### config.mk
export PLATFORM = sky130hd
export DESIGN_NAME = pipeline_sr_ce
export DESIGN_NICKNAME = d
export VERILOG_FILES = /design/src/rtl/pipeline_sr_ce_pkg.sv /design/src/rtl/pipeline_sr_ce.sv
export SDC_FILE = /design/constraint.sdc
export NUM_CORES = 1
export LEC_CHECK = 0
export ABC_AREA = 1
export BUFFER_PORTS_ARGS = -buffer_cell sky130_fd_sc_hd__buf_2
export CAP_MARGIN = 10
export CORE_AREA = 4 4 41 43
export CTS_CLUSTER_SIZE = 14
export DETAILED_ROUTE_END_ITERATION = 8
export DIE_AREA = 0 0 45 47
export PLACE_DENSITY = 0.41
export SLEW_MARGIN = 20
export SYNTH_ARGS = -nofsm -noshare
export SYNTH_HDL_FRONTEND = slang
export SYNTH_SLANG_ARGS = --single-unit
export TNS_END_PERCENT = 100
### constraint.sdc
create_clock -name clk -period 1.74 [get_ports clk]
set_input_delay 0.348 -clock clk [delete_from_list [all_inputs] [get_ports clk]]
set_output_delay 0.348 -clock clk [all_outputs]
set_load 0.02 [all_outputs]
### src/rtl/pipeline_sr_ce_pkg.sv
// Shared helpers for the pipeline_sr_ce delay line.
// Width helper keeps degenerate sizes at one bit.
package pipeline_sr_ce_pkg;

    function automatic int clog2_min1(input int value);
        int r;
        r = $clog2(value);
        return (r < 1) ? 1 : r;
    endfunction

endpackage

### src/rtl/pipeline_sr_ce.sv
// Stallable, flushable delay line for time-multiplexed operator/channel slots,
// with per-stage valids, occupancy status and a registered debug tap.
module pipeline_sr_ce
    import pipeline_sr_ce_pkg::*;
#(
    parameter int                    DATA_WIDTH     = 1,
    parameter int                    STARTING_CYCLE = 1,
    parameter int                    ENDING_CYCLE   = 1,
    parameter logic [DATA_WIDTH-1:0] POR_VALUE      = '0,
    parameter int                    TAP_W          = clog2_min1(ENDING_CYCLE + 1),
    localparam int                   DEPTH          = ENDING_CYCLE - STARTING_CYCLE + 1,
    localparam int                   OCC_W          = clog2_min1(DEPTH + 1)
) (
    input  logic                                              clk,
    input  logic                                              reset_n,
    input  logic                                              ce,
    input  logic                                              flush,
    input  logic [DATA_WIDTH-1:0]                             in,
    input  logic                                              in_valid,
    output logic [ENDING_CYCLE:STARTING_CYCLE][DATA_WIDTH-1:0] out,
    output logic [ENDING_CYCLE:STARTING_CYCLE]                out_valid,
    output logic [OCC_W-1:0]                                  occupancy,
    output logic                                              empty,
    output logic                                              full,
    input  logic [TAP_W-1:0]                                  tap_sel,
    output logic [DATA_WIDTH-1:0]                             tap_data,
    output logic                                              tap_valid
);

    logic [ENDING_CYCLE:STARTING_CYCLE][DATA_WIDTH-1:0] stage_d;
    logic [ENDING_CYCLE:STARTING_CYCLE]                 stage_v;
    logic [OCC_W-1:0]                                   occ;
    logic [OCC_W-1:0]                                   occ_next;
    logic [DATA_WIDTH-1:0]                              tap_d_p1;
    logic                                               tap_v_p1;
    logic                                               tap_hit;

    // A simultaneous entry and exit leaves the count unchanged.
    always_comb begin
        occ_next = occ;
        if (in_valid && !stage_v[ENDING_CYCLE]) begin
            occ_next = occ + 1'b1;
        end else if (!in_valid && stage_v[ENDING_CYCLE]) begin
            occ_next = occ - 1'b1;
        end
    end

    // Stage array: flush beats ce; bubbles still carry their data down the line.
    always_ff @(posedge clk or negedge reset_n) begin
        if (!reset_n) begin
            stage_d <= {DEPTH{POR_VALUE}};
            stage_v <= '0;
            occ     <= '0;
        end else if (flush) begin
            stage_d <= {DEPTH{POR_VALUE}};
            stage_v <= '0;
            occ     <= '0;
        end else if (ce) begin
            for (int k = ENDING_CYCLE; k > STARTING_CYCLE; k--) begin
                stage_d[k] <= stage_d[k-1];
                stage_v[k] <= stage_v[k-1];
            end
            stage_d[STARTING_CYCLE] <= in;
            stage_v[STARTING_CYCLE] <= in_valid;
            occ                     <= occ_next;
        end
    end

    assign tap_hit = (int'(tap_sel) >= STARTING_CYCLE) && (int'(tap_sel) <= ENDING_CYCLE);

    // Tap stage: samples every edge regardless of ce, so it lags the stages by one cycle.
    always_ff @(posedge clk or negedge reset_n) begin
        if (!reset_n) begin
            tap_d_p1 <= POR_VALUE;
            tap_v_p1 <= 1'b0;
        end else if (tap_hit) begin
            tap_d_p1 <= stage_d[tap_sel];
            tap_v_p1 <= stage_v[tap_sel];
        end else begin
            tap_d_p1 <= POR_VALUE;
            tap_v_p1 <= 1'b0;
        end
    end

    assign out       = stage_d;
    assign out_valid = stage_v;
    assign occupancy = occ;
    assign empty     = (occ == '0);
    assign full      = (occ == OCC_W'(DEPTH));
    assign tap_data  = tap_d_p1;
    assign tap_valid = tap_v_p1;

    occ_in_range: assert property (@(posedge clk) disable iff (!reset_n) occ <= OCC_W'(DEPTH));

endmodule
==> impl_results.md <==
- TritonCTS Buffers: 3
- NetSw: 83.41 µW
- Max-cap viol count: 0
- Final wirelength: 530 µm
- Clock Sinks: 5
- Worst Setup Start Kind: register
- Initial antenna violation count: 0
- Nets: 54
- Vias/cell: 3.590
- DIE HEIGHT: 47 µm
- Post-Syn Area per Cell: 7.896 µm²
- Placer Congestion: 0.7044
- Layout fillers: 151
- Comb pwr share: 0.162
- CP endpoint kind: output pin
- Max-slew violation count: 0
- Post-synth top area share: 0.5464
- Final setup viols: 0
- GR Overflow Total: 0
- Max-Slew Margin vs Limit: 0.8883
- DRT iter0 DRCs: 1
- H-tree Lvls: 1
- Inserted Diodes: 0
- Crit path kind: register to output pin
- Final worst path period share: 0.6968
- Number of global-route vias before repair: 190
- Slew @ Worst Pin: 167.6 ps
- GRT Total Usage: 0.06106
- Yosys warning count: 0
- Die area: 2115 µm²
- Drt drc: 0
- Core ar.: 1301 µm²
- CTS clk-pin slew, worst paths: 50 ps
- ANT nets after route: 0
- HPWL Detailed: 446.1 µm
- Most frequent cells in the layout: 13 x buf_2, 7 x inv_1, 6 x nand2_1
- IO Pins: 14
- Die Wd: 45 µm
- Status: finished, final reports clean
- Yosys top cell by area: dfrtp_1
- CTS tree: yes
- CP Max Fanout: 5
- Peak VDD IR: 0.0002357 V
- Footprint of the multi-input gates: 70.07 µm²
- PD cells: 915.0 nW/µm²
- Number of port buffers: 13
- WP data required: 1390 ps
- Pin count of the biggest net entering global routing: 6
- DR WL/cell: 8.689 µm
- Seq pwr share: 0.411
- PostCTS Resize Cnt: 0
- Lkg Pwr: 0.0002079 µW
- Clk pwr share: 0.427
- Hold WS: 312.8 ps
- Synth area leaders: dfrtp_1 55%, inv_1 11%, nand2_1 9.8%, nor2_1 6.6%, nand3_1 4.4%
- Post-Synthesis Net Count: 36
- First-pass GRT wire length: 793 µm
- Min-delay worst type: primary input to register
- Sw Ratio: 0.2669
- Period minus WS final: 1212 ps
- CTS Root Cell: clkbuf_4
- Final hold violations: 0
- Clk_skew: 0.05909 ps
- Clk_lat worst skew: 240 ps
- Design area: 341.6 µm²
- Via Count: 219
- Post-DP Area: 305.3 µm²
- Postcts setup bufs: 0
- Std cell rows: 13
- Setup TNS: 0 ps
- Distinct cells, synth: 9
- RSZ-0062 raised after global routing: false
- Register Area: 125.1 µm²
- Synthesized instance count: 29
- Pint: 229.1 µW
- Share of post-route cells with drive strength above 1: 0.3478
- Post-synthesis sequential area ratio: 0.5464
- Synth Cell Area: 229.0 µm²
- Hold_buf cts: 1
- Starting density of the core: 0.1760
- Syn-to-layout area delta: 49.18%
- TritonRoute pass-1 iters: 4
- #FFs+latches synth: 5
- Fmax: 0.8248 GHz
- Commonest non-fill, non-tap cell in the layout: buf_2
- Worst Path Arrival: 860 ps
- Max Buffers Root-to-Sink: 2
-- layout make-up --
type	count	area share
Sequential cell	5	0.3663
Timing Repair Buffer	14	0.2198
Multi-Input combinational cell	16	0.2051
Clock buffer	4	0.07692
Inverter	7	0.07692
Tap cell	15	0.05494
-- per-stage QoR --
step           std cells  setup slack [ps]  total power [µW]    util
2_1_floorplan         29             729.5             158.7       -
3_3_place_gp          56             803.9             180.0  0.2346
3_5_place_dp          56             789.7             180.2  0.2346
4_1_cts               61             521.2             320.2  0.2625
5_1_grt               61             468.3             342.4  0.2625
6_report              61             527.6             312.5  0.2625
-- power groups by stage --
stage                     Sequential, µW  Clock (µW)  Combinational [µW]
final                                128         133                50.8
after global routing                 129         156                56.6
after CTS                            128         140                51.9
after detailed placement             130           0                50.1
after global placement               129           0                50.5
after floorplan                      137           0                21.2
-- cell families after synthesis --
family,share of synthesized area
and+or+nand+nor,0.2623
DFF,0.5464
AOI/OAI and AO/OA,0.04372
buffers and inverters,0.1476
-- registers in the layout, summed over array words and instances, names as in the netlist --
name and flops:
tap_valid 1, out 1, tap_data 1, full 1
out_valid 1
-- critical path, stage by stage, from the launching register on --
cell     delay (ps)
dfrtp_1         410
inv_1            60
buf_2           150
-- per-layer routing --
metal,part of all wire,track usage,vias to the layer above
met4,0.028,0.07018,0
li1,-,-,121
met5,0,0,-
met2,0.39,0.07910,12
met1,0.43,0.05977,84
met3,0.14,0.04215,2
-- cells in the mapped netlist, drive strengths merged --
library cell	number
buf	1
dfrtp	5
inv	7
nand2	6
nand3	2
nand4	1
nor2	4
o21ai	2
or2	1
-- path summary, 6_finish.rpt --
kind                                  startpoint                    end  slack (ps)  cells after the start
max                             full$_DFFE_PN0P_                  empty         530                      2
min                                      tap_sel    tap_valid$_DFF_PN0_         310                      3
max reg2reg                out_valid$_DFFE_PN0P_       full$_DFFE_PN0P_         890                      5
min reg2reg                      out$_DFFE_PN0P_     tap_data$_DFF_PN0_         490                      2
max in group asynchronous                reset_n     tap_data$_DFF_PN0_        1150                      2
min in group asynchronous                reset_n  out_valid$_DFFE_PN0P_         450                      2
Power figures use the tool's default switching activity.
